==> config.mk <==
export PLATFORM = sky130hd
export DESIGN_NAME = wb_trace_buffer
export DESIGN_NICKNAME = d
export VERILOG_FILES = /design/src/rtl/wb_trace_buffer_pkg.sv /design/src/rtl/wb_trace_buffer_ram.sv /design/src/rtl/wb_trace_buffer.sv
export SDC_FILE = /design/constraint.sdc
export NUM_CORES = 1
export LEC_CHECK = 0
export BUFFER_PORTS_ARGS = -buffer_cell sky130_fd_sc_hd__buf_4
export CORE_ASPECT_RATIO = 0.8
export CORE_MARGIN = 10
export CORE_UTILIZATION = 35
export CTS_CLUSTER_SIZE = 40
export DETAILED_ROUTE_END_ITERATION = 6
export SETUP_SLACK_MARGIN = 0.4
export SYNTH_ARGS = -nofsm -noshare
export SYNTH_HDL_FRONTEND = slang
export SYNTH_SLANG_ARGS = --single-unit
==> constraint.sdc <==
create_clock -name clk -period 12.19 [get_ports clk]
set_input_delay 0 -clock clk [delete_from_list [all_inputs] [get_ports clk]]
set_output_delay 0 -clock clk [all_outputs]
set_load 0.02 [all_outputs]
==> src/rtl/wb_trace_buffer_pkg.sv <==
// wb_trace_buffer_pkg: FSM state encodings and trigger-mode codes for the write-back trace buffer
package wb_trace_buffer_pkg;
  typedef enum logic [1:0] {
    ST_IDLE  = 2'b00,
    ST_ARMED = 2'b01,
    ST_POST  = 2'b10,
    ST_DONE  = 2'b11
  } state_e;
  localparam logic [1:0] TRIG_MANUAL = 2'b00;
  localparam logic [1:0] TRIG_PC     = 2'b01;
  localparam logic [1:0] TRIG_REG    = 2'b10;
  localparam logic [1:0] TRIG_NEVER  = 2'b11;
endpackage

==> src/rtl/wb_trace_buffer_ram.sv <==
// wb_trace_buffer_ram: single write port, registered read port; out-of-range reads return zero
module wb_trace_buffer_ram #(
  parameter int DEPTH = 16,
  parameter int AW    = 4,
  parameter int W     = 101
) (
  input  logic          clk,
  input  logic          rst,
  input  logic          i_we,
  input  logic [AW-1:0] i_waddr,
  input  logic [W-1:0]  i_wdata,
  input  logic          i_rd_ok,
  input  logic [AW-1:0] i_raddr,
  output logic [W-1:0]  o_rdata
);
  logic [W-1:0] r_mem [DEPTH];
  always_ff @(posedge clk)
    if (i_we) r_mem[i_waddr] <= i_wdata;
  // Same-slot read/write in one cycle returns the old contents.
  always_ff @(posedge clk or negedge rst)
    if (!rst) o_rdata <= '0;
    else      o_rdata <= i_rd_ok ? r_mem[i_raddr] : '0;
endmodule

==> src/rtl/wb_trace_buffer.sv <==
// wb_trace_buffer: write-back trace recorder with programmable trigger and post-trigger window
module wb_trace_buffer
  import wb_trace_buffer_pkg::*;
#(
  parameter int DATA_W  = 32,
  parameter int RADDR_W = 5,
  parameter int DEPTH   = 16,
  parameter int CYC_W   = 32,
  parameter int IDX_W   = $clog2(DEPTH)
) (
  input  logic               clk,
  input  logic               rst,
  input  logic               arm_i,
  input  logic [1:0]         trig_mode_i,
  input  logic               trig_i,
  input  logic [DATA_W-1:0]  trig_pc_i,
  input  logic [RADDR_W-1:0] trig_reg_i,
  input  logic [IDX_W:0]     post_cnt_i,
  input  logic               wb_en_i,
  input  logic [DATA_W-1:0]  wb_pc_i,
  input  logic [RADDR_W-1:0] wb_addr_i,
  input  logic [DATA_W-1:0]  wb_data_i,
  input  logic [IDX_W-1:0]   rd_idx_i,
  output logic [CYC_W-1:0]   rd_cyc_o,
  output logic [DATA_W-1:0]  rd_pc_o,
  output logic [RADDR_W-1:0] rd_addr_o,
  output logic [DATA_W-1:0]  rd_data_o,
  output logic [IDX_W:0]     count_o,
  output logic [1:0]         state_o,
  output logic               done_o
);
  localparam int ENT_W = CYC_W + DATA_W + RADDR_W + DATA_W;
  localparam logic [IDX_W:0] FULL = (IDX_W+1)'(DEPTH);
  state_e             r_state, w_state_nxt;
  logic [IDX_W-1:0]   r_wr_ptr, w_oldest, w_rd_addr;
  logic [IDX_W:0]     r_count, r_post, r_post_lim, w_post_nxt;
  logic [CYC_W-1:0]   r_cyc;
  logic [ENT_W-1:0]   w_rd_word;
  logic               w_cap, w_trig, w_rd_ok;
  assign w_trig = (trig_mode_i == TRIG_NEVER) ? 1'b0 :
                  (trig_mode_i == TRIG_PC)    ? wb_en_i & (wb_pc_i == trig_pc_i) :
                  (trig_mode_i == TRIG_REG)   ? wb_en_i & (wb_addr_i == trig_reg_i) :
                  (trig_mode_i == TRIG_MANUAL) & trig_i;
  assign w_cap     = wb_en_i & ~arm_i & (r_state == ST_ARMED || r_state == ST_POST);
  // Once the ring has filled, the write pointer sits on the oldest entry.
  assign w_oldest  = (r_count == FULL) ? r_wr_ptr : '0;
  assign w_rd_addr = w_oldest + rd_idx_i;
  assign w_rd_ok   = {1'b0, rd_idx_i} < r_count;
  always_comb begin
    w_state_nxt = r_state;
    w_post_nxt  = r_post;
    if (arm_i) begin
      w_state_nxt = ST_ARMED;
      w_post_nxt  = '0;
    end else if (r_state == ST_ARMED && w_trig) begin
      w_post_nxt  = {{IDX_W{1'b0}}, wb_en_i};
      w_state_nxt = (w_post_nxt >= r_post_lim) ? ST_DONE : ST_POST;
    end else if (r_state == ST_POST && wb_en_i) begin
      w_post_nxt  = r_post + (IDX_W+1)'(1);
      w_state_nxt = (w_post_nxt >= r_post_lim) ? ST_DONE : ST_POST;
    end
  end
  always_ff @(posedge clk or negedge rst)
    if (!rst) begin
      r_state    <= ST_IDLE;
      r_wr_ptr   <= '0;
      r_count    <= '0;
      r_post     <= '0;
      r_post_lim <= '0;
      r_cyc      <= '0;
    end else begin
      r_cyc   <= r_cyc + CYC_W'(1);
      r_state <= w_state_nxt;
      r_post  <= w_post_nxt;
      if (arm_i) begin
        r_wr_ptr   <= '0;
        r_count    <= '0;
        r_post_lim <= (post_cnt_i > FULL) ? FULL : post_cnt_i;
      end else if (w_cap) begin
        r_wr_ptr <= r_wr_ptr + IDX_W'(1);
        r_count  <= (r_count == FULL) ? r_count : r_count + (IDX_W+1)'(1);
      end
    end
  wb_trace_buffer_ram #(.DEPTH(DEPTH), .AW(IDX_W), .W(ENT_W)) u_ram (
    .clk     (clk),
    .rst     (rst),
    .i_we    (w_cap),
    .i_waddr (r_wr_ptr),
    .i_wdata ({r_cyc, wb_pc_i, wb_addr_i, wb_data_i}),
    .i_rd_ok (w_rd_ok),
    .i_raddr (w_rd_addr),
    .o_rdata (w_rd_word)
  );
  assign {rd_cyc_o, rd_pc_o, rd_addr_o, rd_data_o} = w_rd_word;
  assign count_o = r_count;
  assign state_o = r_state;
  assign done_o  = (r_state == ST_DONE);
endmodule

Word level (Yosys, flattened, before mapping)

Memory sizes are Yosys's and may differ from the RTL's.
Index checks and enable logic that the tools add are counted.

Eq/ne operators: 10
Bitwise logic cells: 6
Order comparisons: 4
Mux-type cells: 21
Reductions and logical operators: 7
$add $sub $neg: 5

Operator list:

| kind                                                            | number |
|---|---|
| 101-bit two-way mux                                             | 1 |
| 5-bit two-way mux                                               | 7 |
| 32-bit by 1-bit adder with 32-bit output, second input constant | 1 |
| 32-bit == test                                                  | 1 |
| 4-bit two-way mux                                               | 3 |
| 5-bit by 1-bit adder with 5-bit output, second input constant   | 2 |
| 2-bit == test, second input constant                            | 4 |
| 1-bit two-way mux                                               | 7 |
| 2-bit two-way mux                                               | 3 |
| 1-bit AND                                                       | 5 |
| 5-bit == test                                                   | 1 |
| 5-bit == test, second input constant                            | 1 |
| 1-bit by 5-bit greater-or-equal comparator with 1-bit output    | 1 |
| 5-bit greater-or-equal comparator                               | 1 |
| 5-bit > comparator, second input constant                       | 1 |
| 4-bit by 5-bit < comparator with 1-bit output                   | 1 |
| 4-bit by 1-bit adder with 4-bit output, second input constant   | 1 |
| 4-bit adder                                                     | 1 |
| 2-bit by 1-bit == test with 1-bit output, second input constant | 2 |
| 3-bit nonzero test                                              | 1 |
| 1-bit logical AND                                               | 2 |
| 2-bit zero test                                                 | 1 |
| 2-bit inequality test, second input constant                    | 1 |
| 2-bit AND reduction                                             | 1 |
| other kinds (3)                                                 | 3 |

Memory bits (writable): 1,616
Memories kept: 1
Output and inout bits: 109
Flip-flop bits (word level): 154
Logic and storage cells: 61
Bits of input ports: 122

Memories:

| memory      | depth | bits a word | rd ports | clocked after memory_dff | write ports | RTL line                  | text |
|---|---|---|---|---|---|---|---|
| u_ram.r_mem | 16    | 101         | 1        | 0                        | 1           | wb_trace_buffer_ram.sv:16 | `logic [W-1:0] r_mem [DEPTH];` |

Longest topological paths before layout

Word-level depth: 8
Mapped depth: 13

By module

Synthesis repeated with hierarchy kept, for this count alone.

Cell total of the unflattened synthesis: 3,718
Area, all modules: 68,129.1 µm²

By module, submodules not included:

| module              | times used | cells each | area an instance (µm²) | seq. area each (µm²) |
|---|---|---|---|---|
| wb_trace_buffer_ram | 1          | 3,403      | 64,942.3               | 51,054.0 |
| wb_trace_buffer     | 1          | 315        | 3,186.8                | 1,326.3 |

Worst setup path before layout

No wires, ideal clock.

Kind: reg-to-reg
Start point: register r_state[0], in the netlist state_o[0]
End point: memory u_ram.r_mem[3][0], enable pin
Cell stages (with the launch flop): 6
Data required time: 11.506 ns
Setup slack: 3.238 ns
Path buffers: 0
Arrival time: 8.268 ns
Setup time: 0.684 ns
Cell sequence: dfrtp_1 inv_1 ha_1 nor3_2 nand2_1 nor3_1

Longest elaborated chain between the ends: 5
Elaborated cells on any way between the ends: 6
Those cells by class: 2 x eq/ne; 2 x mux; 1 x bitwise; 1 x reduce/logical

RTL lines:

| element                                                                          | RTL line                  | text |
|---|---|---|
| start: declaration                                                               | wb_trace_buffer.sv:34     | `state_e r_state, w_state_nxt;` |
| start signal: assignment                                                         | wb_trace_buffer.sv:73     | `r_state <= w_state_nxt;` |
| 2-bit by 1-bit == test with 1-bit output / 2-bit == test (equally long branches) | wb_trace_buffer.sv:44     | `assign w_cap = wb_en_i & ~arm_i & (r_state == ST_ARMED \|\| r_state == ST_POST);` |
| 1-bit logical OR *                                                               | wb_trace_buffer.sv:44     |  |
| 1-bit AND *                                                                      | wb_trace_buffer.sv:44     |  |
| 1-bit two-way mux *                                                              | wb_trace_buffer_ram.sv:18 | `if (i_we) r_mem[i_waddr] <= i_wdata;` |
| 1-bit two-way mux (implied by the code) *                                        | wb_trace_buffer_ram.sv:18 |  |
| end: declaration                                                                 | wb_trace_buffer_ram.sv:16 |  |

Mark *: on every way between the ends. The rest lies on a longest branch, timed or not.

Worst setup path in the final report

Start point: register r_count[0], in the netlist count_o[0]
End point: register u_ram.o_rdata[10]

Longest elaborated chain between the ends: 5
Elaborated cells on any way between the ends: 6
Those cells by class: 1 x add/sub; 1 x order compare; 1 x eq/ne; 2 x mux; 1 x memory

RTL lines:

| element                  | RTL line                  | text |
|---|---|---|
| start: declaration       | wb_trace_buffer.sv:36     | `logic [IDX_W:0] r_count, r_post, r_post_lim, w_post_nxt;` |
| start signal: assignment | wb_trace_buffer.sv:81     | `r_count <= (r_count == FULL) ? r_count : r_count + (IDX_W+1)'(1);` |
| 5-bit == test            | wb_trace_buffer.sv:46     | `assign w_oldest = (r_count == FULL) ? r_wr_ptr : '0;` |
| 4-bit two-way mux        | wb_trace_buffer.sv:46     |  |
| 4-bit adder              | wb_trace_buffer.sv:47     | `assign w_rd_addr = w_oldest + rd_idx_i;` |
| memory 16 x 101 bit      | -                         |  |
| 101-bit two-way mux *    | wb_trace_buffer_ram.sv:22 | `else o_rdata <= i_rd_ok ? r_mem[i_raddr] : '0;` |
| end signal: assignment   | wb_trace_buffer_ram.sv:22 |  |
| end: declaration         | wb_trace_buffer_ram.sv:14 | `output logic [W-1:0] o_rdata` |

Marks and branches as above.
A chain may end at the register's enable or synchronous reset.

==> metrics list <==
- The first global-routing pass estimated 237000 um of wire.
- Hold depth: 2
* Final critical-path required period: 5540 ps
- Setup violations remaining at the end of the flow were counted as 0.
- Crit Path Max Fanout: 60
- After synthesis, the share of cell area in mux cells is 15.0%.
- Routed via count divided by cell count: 5.18
* Proportion of synthesized flip-flops having asynchronous set or reset: 8.70%
- The number of nets in the synthesized netlist is 3169.
- Fin Setup TNS: 0 ps
* Hold Slack: 55.7 ps
- Switching Share: 21.3%
- TritonCTS built the clock tree.
- After detailed routing, the average wire length per cell comes to 26.8 um.
- The initialized floorplan defines 144 standard-cell rows.
- Commonest non-fill, non-tap cell in the layout: sky130_fd_sc_hd__edfxtp_1
* Tot Pwr: 0.0128 W
- Cells with a size suffix above 1 make up 27.5% of the layout.
- Syn avg cell area: 22.3 sq um
* Layout Nets: 3586
* I/O Buffers: 230
- GRT Residual Overflow: 0
- The worst register-to-register path ends at u_ram.o_rdata[10].
- Per report_power, the combinational group accounts for 5.1% of the total.
- Once detail routing completed, the nets flagged for antenna violations numbered 0.
* Synthesis-to-layout area growth: 17.5%
- Cell with the biggest individual delay on the critical path: sky130_fd_sc_hd__fa_4
- The via count of the first global-routing pass is 32.7k.
* Max transition margin: 22.9%
- Root Buffer: sky130_fd_sc_hd__clkbuf_16
- Worst Min Path Start: wb_pc_i[20]
* HPWL Detailed: 80400 um
- Setup crit start kind: flop
* Die boundary width: 511 um
- DRC violation total after the first TritonRoute iteration: 3185
* Effective utilization at floorplan: 35.1%
- The worst setup path is of the reg2reg kind.
* Worst vdd ir: 0.128 mV
- Core Region: 192000 sq um
- Across the run, the number of max-cap violations was 0.
* Share of the clock period used by the worst path: 45.4%
* Antenna violations before repair: 19
- Commonest non-fill, non-tap cells in the layout: sky130_fd_sc_hd__edfxtp_1, sky130_fd_sc_hd__mux4_2, sky130_fd_sc_hd__buf_4
- After synthesis, the largest family of logic cells by area is multiplexers.
- Cells after synthesis: 3023
- Per report_power, the clock group accounts for 42.5% of the total.
- Leakage power: 26.2 nW
- Die Footprint: 211000 sq um
- In this run the worst hold path is classified as in2reg.
- Cells fill 41.3% of the core in the end.
- Delay of the slowest cell on the worst path: 1230 ps
- Per report_power, the sequential group accounts for 52.4% of the total.
- In this run the post-CTS setup repair buffer count came out at 0.
- Pint: 0.0101 W
- The startpoint identified for the worst register-to-register timing path is count_o[0].
- Global-route usage over all layers: 15.2%
- Cells traversed along the worst timing path: inv_1 -> ha_1 -> and4bb_2 -> and2_1 -> ha_4 -> fa_4 -> buf_4 -> buf_4 -> mux4_2 -> nor2b_1 -> a211oi_1 -> a211oi_1
* Area fraction in and, or, nand and nor cells after synthesis: 1.93%
* NetSw: 0.00272 W
- Placed instance count: 5700
- The Yosys step of the flow raised 0 warnings.
- Summing every instance area after synthesis gives 67600 sq um.
- Setup repair after global routing missed its margin: no
- Max-slew violation total from the final report: 0
- Clock input transition at the sequential cells of the worst setup and hold paths: 60 ps
* Compound-cell area share of the yosys netlist: 2.58%
- Parity-gate share of the synthesized area counting xor and xnor cells: 1.09%
- I/O pin cnt: 231
- Combined area of the multi-input logic cells: 14400 sq um
- GPL Wtd Cong: 0.718
- Summing all flip-flop and latch instances after layout gives 52400 sq um.
- In this run the deepest clock path goes through 3 buffers.
- Area share of fa/ha/maj cells after synthesis: 0.456%
* Die Ht: 413 um
- TritonCTS buffer count: 171
- Number of iterations in the first detailed-routing pass: 5
- Number of hold-slack violations in the final timing report: 0
- For flop-to-flop paths, the worst setup slack is 6650 ps.
- Top_reg_cell synth: sky130_fd_sc_hd__edfxtp_1
* DRC Markers: 0
- Number of synthesized flops with an enable pin: 1616
* Post-synthesis sequential element count: 1770
- For the worst setup path, the data required time is 12830 ps.
* Power density of the placed cells: 161 nW/um^2
* CP endpoint kind: flop
* Hold buffer count at CTS: 122
- Final worst clock skew: 56.5 ps
* Top achievable clock speed: 181 MHz
* R2r worst-path depth: 12
* Largest net degree at the start of global routing: 115
* Fillers: 16.7k
- Final standard cell count with taps included and fillers excluded: 6146
* Clock network latency to the later pin of the worst-skew pair: 820 ps
- Buffers plus inverters on the worst setup path: 3
- Dominant delay contributor by cell family on the critical path: buffers and inverters
- Worst hold endpoint: u_ram.r_mem[1][57]
- Slew at the pin closest to its max-slew limit: 1150 ps
- For this block, the via count after detailed routing is 31.8k.
- Count of clock tree sinks: 1770
- The run finished with clean final reports.
- Synthesis instantiated 48 different standard cells from the library.
* Endpoint arrival time on the critical path: 6170 ps
- The clock tree synthesis step divided the H-tree into 4 levels.
- Portion of the post-synthesis area used by sequential elements: 77.5%
- Resize count post-CTS: 0
* Post-Route WL: 165000 um
==> logic make-up after synthesis <==
group	count (synthesis)
DFF	1770
muxes	507
and+or+nand+nor	234
AOI/OAI and AO/OA	224
buffers and inverters	182
xor gates and xnor gates	82
adders and majority gates	24
==> power by group through the flow <==
stage	registers (W)	clock network, W	logic [W]
global placement	0.00683	0	0.000625
CTS	0.00671	0.00557	0.000669
finish	0.00670	0.00544	0.000650
detailed placement	0.00683	0	0.000631
global route	0.00671	0.00582	0.000705
floorplan	0.00686	0	0.000332
==> metrics by stage <==
stage	worst slack, ps	instance area, sq um
2_1_floorplan	3240	67600
3_3_place_gp	6700	72300
3_5_place_dp	6580	72300
4_1_cts	6610	79400
5_1_grt	6410	79400
6_report	6650	79400
==> cells in the mapped netlist (2+ instances only) <==
library cell / number / share of area (%)
sky130_fd_sc_hd__a211oi_1: 185 / 2.1
sky130_fd_sc_hd__a211oi_2: 17 / 0.31
sky130_fd_sc_hd__a21o_1: 4 / 0.044
sky130_fd_sc_hd__a21oi_1: 3 / 0.022
sky130_fd_sc_hd__a31oi_1: 3 / 0.028
sky130_fd_sc_hd__and2_1: 4 / 0.037
sky130_fd_sc_hd__and3_1: 7 / 0.065
sky130_fd_sc_hd__and4_1: 2 / 0.026
sky130_fd_sc_hd__buf_1: 2 / 0.011
sky130_fd_sc_hd__buf_12: 9 / 0.27
sky130_fd_sc_hd__buf_2: 62 / 0.46
sky130_fd_sc_hd__buf_4: 3 / 0.033
sky130_fd_sc_hd__buf_6: 6 / 0.10
sky130_fd_sc_hd__clkbuf_1: 81 / 0.45
sky130_fd_sc_hd__dfrtp_1: 154 / 5.7
sky130_fd_sc_hd__edfxtp_1: 1616 / 72
sky130_fd_sc_hd__ha_1: 23 / 0.43
sky130_fd_sc_hd__inv_1: 18 / 0.10
sky130_fd_sc_hd__mux2i_1: 103 / 1.5
sky130_fd_sc_hd__mux4_2: 404 / 13
sky130_fd_sc_hd__nand2_1: 29 / 0.16
sky130_fd_sc_hd__nand2b_1: 4 / 0.037
sky130_fd_sc_hd__nand3_1: 15 / 0.11
sky130_fd_sc_hd__nand4_1: 10 / 0.093
sky130_fd_sc_hd__nor2_1: 32 / 0.18
sky130_fd_sc_hd__nor2b_1: 102 / 0.94
sky130_fd_sc_hd__nor3_1: 13 / 0.096
sky130_fd_sc_hd__nor4_1: 9 / 0.083
sky130_fd_sc_hd__o21ai_0: 5 / 0.037
sky130_fd_sc_hd__xnor2_1: 40 / 0.52
sky130_fd_sc_hd__xor2_1: 41 / 0.53
==> how the worst max path moves through the flow <==
stage               start  cells past startpoint                 to  slack, ps
2_1_floorplan  state_o[0]                      5  u_ram.r_mem[3][0]       3240
3_3_place_gp   count_o[0]                     12  u_ram.o_rdata[73]       6700
3_5_place_dp   count_o[0]                     12  u_ram.o_rdata[10]       6580
4_1_cts        count_o[0]                     12  u_ram.o_rdata[10]       6610
5_1_grt        count_o[0]                     12  u_ram.o_rdata[19]       6410
6_report       count_o[0]                     12  u_ram.o_rdata[10]       6650
==> metal layers <==
| layer | vias up | global-route usage (%) | routed length, um |
|---|---|---|---|
| met3 | 215 | 3.11 | 9460 |
| li1 | 13400 | - | - |
| met2 | 948 | 24.3 | 78500 |
| met5 | - | 0 | 123 |
| met1 | 17200 | 21.6 | 73500 |
| met4 | 20 | 3.66 | 3060 |
==> worst reg2reg max path: cells and delay by family, from the launching register on <==
kind / cells / cell delay [ps]
mux: 1 / 420
simple gates: 3 / 590
flops: 1 / 470
buf+inv: 3 / 1920
fa+ha+maj: 3 / 1590
compound gates: 2 / 420
==> flip-flops by register name (all words and copies together) (netlist names) <==
name           flops
r_post_lim         5
r_wr_ptr           4
u_ram.r_mem     1616
state_o            2
r_post             5
u_ram.o_rdata    101
count_o            5
r_cyc             32
==> layout make-up <==
type	count	share of cell area, %
Clock inverter	70	1.17
Tap cell	2555	4.03
Multi-Input combinational cell	1071	18.1
Sequential cell	1770	66.0
Timing Repair Buffer	407	4.47
Clock buffer	252	6.17
Inverter	19	0.0898
Antenna cell	2	0.00630
No activity file was read; power rests on OpenSTA's default activity.
